--- config.mk ---
export PLATFORM = sky130hd
export DESIGN_NAME = rx_byte_sched
export DESIGN_NICKNAME = d
export VERILOG_FILES = /design/src/rtl/rx_sched_pkg.sv /design/src/rtl/sync_fifo.sv /design/src/rtl/rx_byte_sched.sv
export SDC_FILE = /design/constraint.sdc
export NUM_CORES = 1
export LEC_CHECK = 0
export ABC_AREA = 0
export ABC_CLOCK_PERIOD_IN_PS = 5900
export CAP_MARGIN = 15
export CORE_UTILIZATION = 55
export DETAILED_ROUTE_END_ITERATION = 10
export GPL_TIMING_DRIVEN = 0
export PLACE_DENSITY = 0.75
export REMOVE_ABC_BUFFERS = 1
export SLEW_MARGIN = 10
export SYNTH_ARGS = -nofsm -noshare
export SYNTH_HDL_FRONTEND = slang
export SYNTH_HIERARCHICAL = 1
export SYNTH_SLANG_ARGS = --single-unit
--- constraint.sdc ---
create_clock -name CLK50M -period 5.9 [get_ports CLK50M]
set_clock_uncertainty 0.15 [all_clocks]
set_input_delay 0.885 -clock CLK50M [delete_from_list [all_inputs] [get_ports CLK50M]]
set_output_delay 0.885 -clock CLK50M [all_outputs]
set_load 0.1 [all_outputs]
--- src/rtl/rx_sched_pkg.sv ---
// Shared constants for the LCD receive byte scheduler: button codes, pacing FSM states, defaults.
// Button vectors are ordered {C, N, E, S, W}, so bit 4 is the highest priority.
package rx_sched_pkg;

    localparam logic [7:0] CODE_C = 8'h43;
    localparam logic [7:0] CODE_N = 8'h4E;
    localparam logic [7:0] CODE_E = 8'h45;
    localparam logic [7:0] CODE_S = 8'h53;
    localparam logic [7:0] CODE_W = 8'h57;

    localparam int HOLD_DEF = 8;
    localparam int GAP_DEF  = 8;

    typedef enum logic [1:0] {
        ST_IDLE = 2'd0,
        ST_HOLD = 2'd1,
        ST_GAP  = 2'd2
    } state_e;

    // One-hot of the highest set bit; the later (higher) index overwrites earlier hits.
    function automatic logic [4:0] pick_hi(input logic [4:0] v);
        logic [4:0] r;
        r = '0;
        for (int i = 0; i < 5; i++) begin
            if (v[i]) r = 5'(1) << i;
        end
        return r;
    endfunction

    function automatic logic [7:0] btn_code(input logic [4:0] onehot);
        logic [7:0] c;
        c = 8'h00;
        if      (onehot[4]) c = CODE_C;
        else if (onehot[3]) c = CODE_N;
        else if (onehot[2]) c = CODE_E;
        else if (onehot[1]) c = CODE_S;
        else if (onehot[0]) c = CODE_W;
        return c;
    endfunction

endpackage

--- src/rtl/sync_fifo.sv ---
// Single-clock FIFO, 2^AW entries; push into a full FIFO is discarded, pop of an empty one ignored.
// Head data is combinational from the read pointer; level updates on the same edge as push/pop.
module sync_fifo #(
    parameter int W  = 8,
    parameter int AW = 3
) (
    input  logic          CLK50M,
    input  logic          nRST,
    input  logic          push_i,
    input  logic [W-1:0]  push_dat_i,
    input  logic          pop_i,
    output logic [W-1:0]  head_dat_o,
    output logic          full_o,
    output logic          empty_o,
    output logic [AW:0]   level_o
);
    localparam int DEPTH = 1 << AW;

    logic [W-1:0]  mem_q [DEPTH];
    logic [AW-1:0] wr_ptr_q, wr_ptr_d;
    logic [AW-1:0] rd_ptr_q, rd_ptr_d;
    logic [AW:0]   level_q, level_d;
    logic          wr_en, rd_en;

    assign full_o     = (level_q == (AW+1)'(DEPTH));
    assign empty_o    = (level_q == '0);
    assign wr_en      = push_i & ~full_o;
    assign rd_en      = pop_i & ~empty_o;
    assign head_dat_o = mem_q[rd_ptr_q];
    assign level_o    = level_q;

    always_comb begin
        wr_ptr_d = wr_en ? wr_ptr_q + 1'b1 : wr_ptr_q;
        rd_ptr_d = rd_en ? rd_ptr_q + 1'b1 : rd_ptr_q;
        level_d  = level_q;
        if (wr_en && !rd_en) level_d = level_q + 1'b1;
        if (!wr_en && rd_en) level_d = level_q - 1'b1;
    end

    always_ff @(posedge CLK50M or negedge nRST) begin
        if (!nRST) begin
            wr_ptr_q <= '0;
            rd_ptr_q <= '0;
            level_q  <= '0;
        end else begin
            wr_ptr_q <= wr_ptr_d;
            rd_ptr_q <= rd_ptr_d;
            level_q  <= level_d;
        end
    end

    always_ff @(posedge CLK50M) begin
        if (wr_en) mem_q[wr_ptr_q] <= push_dat_i;
    end

endmodule

--- src/rtl/rx_byte_sched.sv ---
// Merges receiver bytes and debounced button codes into one FIFO and paces them out as valid_o pulses.
// Receiver byte reaches valid_o two edges after its strobe when idle; no backpressure, full FIFO drops rx bytes.
module rx_byte_sched
    import rx_sched_pkg::*;
#(
    parameter int FIFO_AW        = 3,
    parameter int HOLD_CYCLES    = HOLD_DEF,
    parameter int GAP_CYCLES     = GAP_DEF,
    parameter int LOCKOUT_CYCLES = 1_000_000
) (
    input  logic               CLK50M,
    input  logic               nRST,
    input  logic               rx_valid,
    input  logic [7:0]         rx_data,
    input  logic               BTN_N,
    input  logic               BTN_E,
    input  logic               BTN_S,
    input  logic               BTN_W,
    input  logic               BTN_C,
    input  logic               clr_ovf,
    output logic               valid_o,
    output logic [7:0]         data_o,
    output logic [FIFO_AW:0]   fifo_level,
    output logic               overflow,
    output logic [7:0]         drop_cnt
);
    localparam int DEPTH = 1 << FIFO_AW;
    localparam int LK_W  = $clog2(LOCKOUT_CYCLES + 1);

    logic [4:0]      btn_s1_q, btn_s2_q, btn_s3_q;
    logic [4:0]      btn_edge, btn_accept, btn_grant;
    logic [4:0]      pend_q, pend_d;
    logic [LK_W-1:0] lk_q, lk_d;
    logic            btn_ok, push, pop, drop;
    logic [7:0]      push_dat, head_dat;
    logic            fifo_full, fifo_empty;
    logic            ovf_q, ovf_d;
    logic [7:0]      drop_q, drop_d;
    state_e          state_q, state_d;
    logic [7:0]      cnt_q, cnt_d;
    logic            valid_q, valid_d;
    logic [7:0]      data_q, data_d;

    assign btn_edge   = btn_s2_q & ~btn_s3_q;
    assign btn_accept = (lk_q == '0) ? pick_hi(btn_edge) : 5'b0;

    // Buttons never take the last free entry, so a receiver byte always has room after one.
    assign btn_ok    = !rx_valid && (pend_q != '0) && (fifo_level <= (FIFO_AW+1)'(DEPTH - 2));
    assign btn_grant = btn_ok ? pick_hi(pend_q) : 5'b0;
    assign push      = rx_valid | btn_ok;
    assign push_dat  = rx_valid ? rx_data : btn_code(btn_grant);
    assign drop      = rx_valid & fifo_full;

    always_comb begin
        pend_d = (pend_q & ~btn_grant) | btn_accept;
        lk_d   = lk_q;
        if (btn_accept != '0)  lk_d = LK_W'(LOCKOUT_CYCLES);
        else if (lk_q != '0)   lk_d = lk_q - 1'b1;

        ovf_d  = ovf_q;
        drop_d = drop_q;
        if (drop) begin
            ovf_d  = 1'b1;
            drop_d = clr_ovf ? 8'd1 : ((drop_q == 8'hFF) ? 8'hFF : drop_q + 8'd1);
        end else if (clr_ovf) begin
            ovf_d  = 1'b0;
            drop_d = 8'd0;
        end
    end

    sync_fifo #(.W(8), .AW(FIFO_AW)) u_fifo (
        .CLK50M     (CLK50M),
        .nRST       (nRST),
        .push_i     (push),
        .push_dat_i (push_dat),
        .pop_i      (pop),
        .head_dat_o (head_dat),
        .full_o     (fifo_full),
        .empty_o    (fifo_empty),
        .level_o    (fifo_level)
    );

    always_comb begin
        state_d = state_q;
        cnt_d   = cnt_q;
        valid_d = valid_q;
        data_d  = data_q;
        pop     = 1'b0;
        case (state_q)
            ST_IDLE: if (!fifo_empty) begin
                pop     = 1'b1;
                data_d  = head_dat;
                valid_d = 1'b1;
                cnt_d   = 8'(HOLD_CYCLES - 1);
                state_d = ST_HOLD;
            end
            ST_HOLD: if (cnt_q == '0) begin
                valid_d = 1'b0;
                cnt_d   = 8'(GAP_CYCLES - 1);
                state_d = ST_GAP;
            end else begin
                cnt_d = cnt_q - 8'd1;
            end
            ST_GAP: if (cnt_q == '0) state_d = ST_IDLE;
                    else cnt_d = cnt_q - 8'd1;
            default: state_d = ST_IDLE;
        endcase
    end

    always_ff @(posedge CLK50M or negedge nRST) begin
        if (!nRST) begin
            btn_s1_q <= '0;
            btn_s2_q <= '0;
            btn_s3_q <= '0;
            pend_q   <= '0;
            lk_q     <= '0;
            ovf_q    <= 1'b0;
            drop_q   <= '0;
            state_q  <= ST_IDLE;
            cnt_q    <= '0;
            valid_q  <= 1'b0;
            data_q   <= '0;
        end else begin
            btn_s1_q <= {BTN_C, BTN_N, BTN_E, BTN_S, BTN_W};
            btn_s2_q <= btn_s1_q;
            btn_s3_q <= btn_s2_q;
            pend_q   <= pend_d;
            lk_q     <= lk_d;
            ovf_q    <= ovf_d;
            drop_q   <= drop_d;
            state_q  <= state_d;
            cnt_q    <= cnt_d;
            valid_q  <= valid_d;
            data_q   <= data_d;
        end
    end

    assign valid_o  = valid_q;
    assign data_o   = data_q;
    assign overflow = ovf_q;
    assign drop_cnt = drop_q;

endmodule

# Word level (Yosys, flattened, before mapping)
# Memories as Yosys holds them, arrays and structs flattened. A register that Yosys moved wholly into a read port is not among the register bits.
# Cells that the tools add are included.
[word_totals] output_inout_bits=22 inputBits=17 ram_bits=64 elab_cells=108 regBits=70 memories=1
[classes] n_eq_ne=8 bitwise=11 n_mux=43 n_lt_le_gt_ge=1 reduce_logical=24 addsub=7
[mem_list] name="u_fifo.mem_q" depth=8 width=8 rd=1 rd_clocked_by_memory_dff=1 write_ports=1 line_no="sync_fifo.sv:19" source="logic [W-1:0] mem_q [DEPTH];"
[ops] operator="2-to-1 mux 8 bit" n=8
[ops] operator="2-to-1 mux 5 bit" n=9
[ops] operator="2-to-1 mux 20 bit" n=2
[ops] operator="2-to-1 mux 7 bit" n=5
[ops] operator="one-hot mux 8 bit (3 select lines)" n=1
[ops] operator="logical NOT 20 bit" n=1
[ops] operator="nonzero test 20 bit" n=1
[ops] operator="subtractor 20 x 1 -> 20 bit (second input constant)" n=1
[ops] operator="AND 5 bit" n=2
[ops] operator="2-to-1 mux 1 bit" n=10
[ops] operator="NOT 5 bit" n=2
[ops] operator="nonzero test 5 bit" n=2
[ops] operator="AND reduction 3 bit" n=3
[ops] operator="adder 8 x 1 -> 8 bit (second input constant)" n=1
[ops] operator="== test 8 bit (second input constant)" n=1
[ops] operator="logical NOT 8 bit" n=1
[ops] operator="2-to-1 mux 2 bit" n=4
[ops] operator="2-to-1 mux 4 bit" n=2
[ops] operator="inequality test 2 bit (second input constant)" n=4
[ops] operator="nonzero test 2 bit" n=4
[ops] operator="subtractor 8 x 1 -> 8 bit (second input constant)" n=1
[ops] operator="adder 3 x 1 -> 3 bit (second input constant)" n=2
[ops] operator="one-hot mux 2 bit (3 select lines)" n=1
[ops] operator="bitwise OR 5 bit" n=1
[ops] operator="other kinds (16)" n=25

# Depth between registers and ports, before layout
[depth] word_depth=12 mapped_depth=11 ltp_nobuf=10

# Hierarchy
# The synthesis kept the hierarchy.
[modules_own_cells] module="rx_byte_sched" instances=1 seq_area_each_um2=1701.6 cells_each=312 area_each_um2=3306.9
[modules_own_cells] module="sync_fifo" instances=1 seq_area_each_um2=2172.1 cells_each=160 area_each_um2=3138.0

# Worst setup path before layout
# No wires, ideal clock.
[synth_path] kind="flip-flop to flip-flop" start="register u_fifo.level_q[0] (netlist: u_fifo/level_o[0])" end="register u_fifo.level_q[3] (netlist: u_fifo/level_o[3])" slack_ps=2079 arrival_ps=3538 path_stages_with_launch=12 period_less_slack_ps=3821 setup_ps=134 t_required_ps=5616 path_buffers=2 cell_sequence="dfrtp_1 -> clkbuf_2 -> nor4_1 -> nor2b_1 -> clkbuf_1 -> o41ai_2 -> inv_1 -> ha_1 -> ha_1 -> or4b_2 -> o311ai_0 -> o211ai_1"
[synth_via] elab_chain_len=7 word_cells_on_any_way=20 cone_classes="add/sub: 2; order compare: 1; eq/ne: 1; mux: 4; bitwise: 5; reduce/logical: 7"
[synth_rtl] element="start: declaration" line_no="sync_fifo.sv:22" source="logic [AW:0] level_q, level_d;"
[synth_rtl] element="start signal: assignment" line_no="sync_fifo.sv:48" source="level_q <= level_d;"
[synth_rtl] element="logical NOT 4 bit *" line_no="sync_fifo.sv:26" source="assign empty_o = (level_q == '0);"
[synth_rtl] element="net fifo_empty" line_no="rx_byte_sched.sv:36" source="logic fifo_full, fifo_empty;"
[synth_rtl] element="2-to-1 mux 1 bit *" line_no="rx_byte_sched.sv:90" source="ST_IDLE: if (!fifo_empty) begin"
[synth_rtl] element="2-to-1 mux 1 bit *" line_no="rx_byte_sched.sv:89" source="case (state_q)"
[synth_rtl] element="net pop" line_no="rx_byte_sched.sv:34" source="logic btn_ok, push, pop, drop;"
[synth_rtl] element="AND 1 bit *" line_no="sync_fifo.sv:28" source="assign rd_en = pop_i & ~empty_o;"
[synth_rtl] element="net u_fifo.rd_en" line_no="sync_fifo.sv:23" source="logic wr_en, rd_en;"
[synth_rtl] element="logical NOT 1 bit" line_no="sync_fifo.sv:36" source="if (wr_en && !rd_en) level_d = level_q + 1'b1;"
[synth_rtl] element="logical AND 1 bit" line_no="sync_fifo.sv:36"
[synth_rtl] element="nonzero test 2 bit (no source line)"
# The timed path passes the listed nets; every way through them passes the cells marked *. The select of a mux whose other input is x is not followed.
# A chain may end at the register's enable or synchronous reset.

# Worst setup path in the final report
[layout_path] start="input port rx_valid" end="register u_fifo.level_q[3] (netlist: u_fifo/level_o[3])"
[layout_via] elab_chain_len=8 word_cells_on_any_way=10 cone_classes="mux: 1; bitwise: 2; reduce/logical: 7"
[layout_rtl] element="start: declaration" line_no="rx_byte_sched.sv:13" source="input logic rx_valid,"
[layout_rtl] element="logical NOT 1 bit" line_no="rx_byte_sched.sv:48" source="assign btn_ok = !rx_valid && (pend_q != '0) && (fifo_level <= (FIFO_AW+1)'(DEPTH - 2));"
[layout_rtl] element="logical AND 1 bit (2 in series)" line_no="rx_byte_sched.sv:48"
[layout_rtl] element="bitwise OR 1 bit *" line_no="rx_byte_sched.sv:50" source="assign push = rx_valid | btn_ok;"
[layout_rtl] element="net push" line_no="rx_byte_sched.sv:34"
[layout_rtl] element="AND 1 bit *" line_no="sync_fifo.sv:27" source="assign wr_en = push_i & ~full_o;"
[layout_rtl] element="logical NOT 1 bit" line_no="sync_fifo.sv:37" source="if (!wr_en && rd_en) level_d = level_q - 1'b1;"
[layout_rtl] element="logical AND 1 bit" line_no="sync_fifo.sv:37"
[layout_rtl] element="2-to-1 mux 4 bit or nonzero test 2 bit (tied branches)"
# The timed path passes the listed nets; every way through them passes the cells marked *.

==> run_results.csv <==
group,metric,value,unit
floorplan,die_h,110,um
placed_design,io_buffers,38,
placed_design,pre_cts_slack,1190,ps
route,first_pass_iters,5,
grt,grt_pass1_vias,3992,
route,dr.first_iter.drc_count,258,
route,vias,4051,
route,wl,12100,um
clock_tree,insertion_delay,420,ps
yosys,ys_seq_area_share,60.1,%
clock_tree,postCtsSetupRepairBufs,0,
grt,grt_pass1_wl,19500,um
pwr,p_leak,2.88,nW
route,drt-wirelength-per-cell,18.0,um
finish,layout_commonest_cell,"dfrtp_1",
floorplan,initial_core_util,56.4,%
grt,grt_max_degree,61,
timing,min_period,4230,ps
floorplan,dieWidth,110,um
timing,rsz0062_at_grt,"no",
floorplan,fp.dieArea,0.0122,mm^2
worst_setup_path,criticalPathCategory,"primary input to flop",
floorplan,core_area,0.0114,mm^2
yosys,netlist_area,0.00644,mm^2
timing,fmax,236,MHz
clock_tree,post_cts_resize_count,0,
clock_tree,cts_buffers,17,
floorplan,io-pin-count,39,
yosys,ys_ff_latch,142,
route,via_per_inst,6.03,
timing,tightest_slew,1080,ps
worst_setup_path,startpoint_type,"primary input",
yosys,synth_cells,472,
finish,fin_nets,548,
worst_setup_path,worstPathRequired,6040,ps
clock_tree,cts_tree,"yes",
timing,period_share,71.7,%
worst_setup_path,rrSetupSlack,1960,ps
timing,hold_slack,197,ps
pwr,fin_total_pwr,3.81,mW
pwr,peakVddDrop,0.353,mV
timing,hold_viol_final,0,
run,cap_violations,0,
worst_setup_path,path_max_fanout,13,
clock_tree,cts-root-buf,"clkbuf_16",
placed_design,gp_congestion,0.854,
clock_tree,numClockSinks,142,
placed_design,dpl_cell_area,0.00697,mm^2
grt,antenna_found_initial,0,
finish,drive_gt1_share,13.8,%
yosys,synth_edf_count,64,
worst_setup_path,arrival,4370,ps
timing,setup_slack,1670,ps
finish,n_antenna_cell,0,
worst_setup_path,rr_worst_depth,10,
yosys,synthFlopType,"dfrtp_1",
floorplan,placementRows,39,
yosys,yosysUniqueCellTypes,66,
yosys,ys_warn_count,6,
timing,final_max_slew_viol_count,0,
finish,area_delta_synth_final,18.0,%
grt,overflow,0,
clock_tree,htreeDepth,4,
hold_path,hold_path_class,"primary input to asynchronous set/reset pin",
run_status,status,"complete, no violations",
finish,design_area,0.00760,mm^2
grt,track_usage,22.1,%
timing,tns,0,ps
clock_tree,ctsHoldBuffers,0,
yosys,async_reset_ff_share,54.9,%
route,drc,0,
route,ant_nets,0,
pwr,p_per_area,501,mW/mm^2
clock_tree,cts_buffer_depth,2,
worst_setup_path,end_kind,"flop",
timing,relSlewSlack,27.6,%
timing,setup_violations,0,
yosys,syn_avg_cell_area,13.7,um^2
placed_design,dpl.hpwl,7810,um
clock_tree,clk_pin_slew,60,ps
finish,layout_common_cells,"dfrtp_1 (78), edfxtp_1 (64), clkdlybuf4s50_1 (37)",
-- final timing paths --
path                             startpoint                end
min in group CLK50M             btn_s1_q[3]        btn_s2_q[3]
worst min-delay path                   nRST           cnt_q[0]
worst min register to register  btn_s1_q[3]        btn_s2_q[3]
max in group asynchronous              nRST        btn_s2_q[2]
worst max-delay path               rx_valid  u_fifo/level_o[3]
worst max register to register   state_q[0]  u_fifo/level_o[3]
-- final cells by class --
type	instances	area, um^2
Clock buffer	17	425
Clock inverter	15	208
Fill cell	832	3810
Inverter	15	56.3
Multi-Input combinational cell	300	2450
Sequential cell	142	3870
Tap cell	143	179
Timing Repair Buffer	40	413
-- routing by layer --
layer	wire length (um)	share of wire (%)	up-vias	GRT usage (%)
li1	-	-	1929	-
met1	5130	42	2015	26.2
met2	6280	52	93	38.3
met3	519	4.3	14	5.35
met4	171	1.4	0	9.40
met5	0	0	-	0
-- report_power, final --
| part | internal, mW | switching [mW] |
|---|---|---|
| clock | 0.715 | 0.426 |
| sequential | 1.21 | 0.177 |
| combinational | 0.504 | 0.773 |
-- synthesized netlist by cell type, types with 2 or more instances --
cell type | count | area, um^2
nand4_1 | 7 | 43.8
or4b_4 | 2 | 27.5
nor3b_1 | 6 | 45.0
mux2_2 | 19 | 214
o311ai_0 | 3 | 26.3
a31oi_1 | 5 | 31.3
o31ai_1 | 7 | 52.6
or4_1 | 5 | 37.5
a22o_1 | 3 | 26.3
buf_6 | 2 | 22.5
a21oi_1 | 12 | 60.1
dfrtp_1 | 78 | 1950
nor4_1 | 6 | 37.5
nor4b_1 | 3 | 26.3
or4b_2 | 4 | 40.0
xor2_1 | 2 | 17.5
xnor2_1 | 15 | 131
a21boi_0 | 2 | 15.0
ha_1 | 14 | 175
edfxtp_1 | 64 | 1920
nor2_1 | 25 | 93.8
and2_1 | 3 | 18.8
buf_2 | 2 | 10.0
o21ai_0 | 24 | 120
or3_1 | 7 | 43.8
nand4b_1 | 2 | 17.5
a22oi_1 | 4 | 30.0
nor3_1 | 17 | 85.1
nand2_1 | 24 | 90.1
nand2b_1 | 9 | 56.3
mux4_1 | 15 | 394
or2_2 | 2 | 12.5
buf_1 | 2 | 7.51
inv_1 | 15 | 56.3
o21bai_1 | 2 | 15.0
mux2i_1 | 3 | 30.0
and3_1 | 3 | 18.8
nand3_1 | 11 | 55.1
clkbuf_1 | 7 | 26.3
a21o_1 | 2 | 15.0
a211oi_1 | 8 | 60.1
nor2b_1 | 2 | 12.5
-- cells by family after synthesis --
logic type,share of synthesized area [%]
AOI/OAI and AO/OA,8.83
xor gates and xnor gates,2.31
adders and majority gates,3.03
buffers and inverters,2.29
DFF,60.1
muxes,10.4
and+or+nand+nor,13.0
-- sequential cells by signal (all words and copies together) (netlist names) --
signal and count:
u_fifo/rd_ptr_q 3, u_fifo/level_o 4, cnt_q 8, overflow 1, btn_s3_q 5, pend_q 5, valid_o 1, state_q 2
u_fifo/wr_ptr_q 3, data_o 8, drop_cnt 8, lk_q 20, btn_s2_q 5, u_fifo/mem_q 64, btn_s1_q 5
-- critical path: stages --
cell and delay (ps):
clkdlybuf4s50_1 730, a311o_1 560, a21oi_1 300, or2_2 210, nand2_4 100, ha_1 310
ha_1 370, or4b_2 660, o311ai_0 120, o211ai_1 120
-- through the flow --
step                utilization, %  instances
global route                  66.6        672
CTS                           66.6        672
detailed placement            61.1        640
finish                        66.6        672
floorplan                        -        457
global placement              60.5        638
No activity file was read; power rests on OpenSTA's default activity.
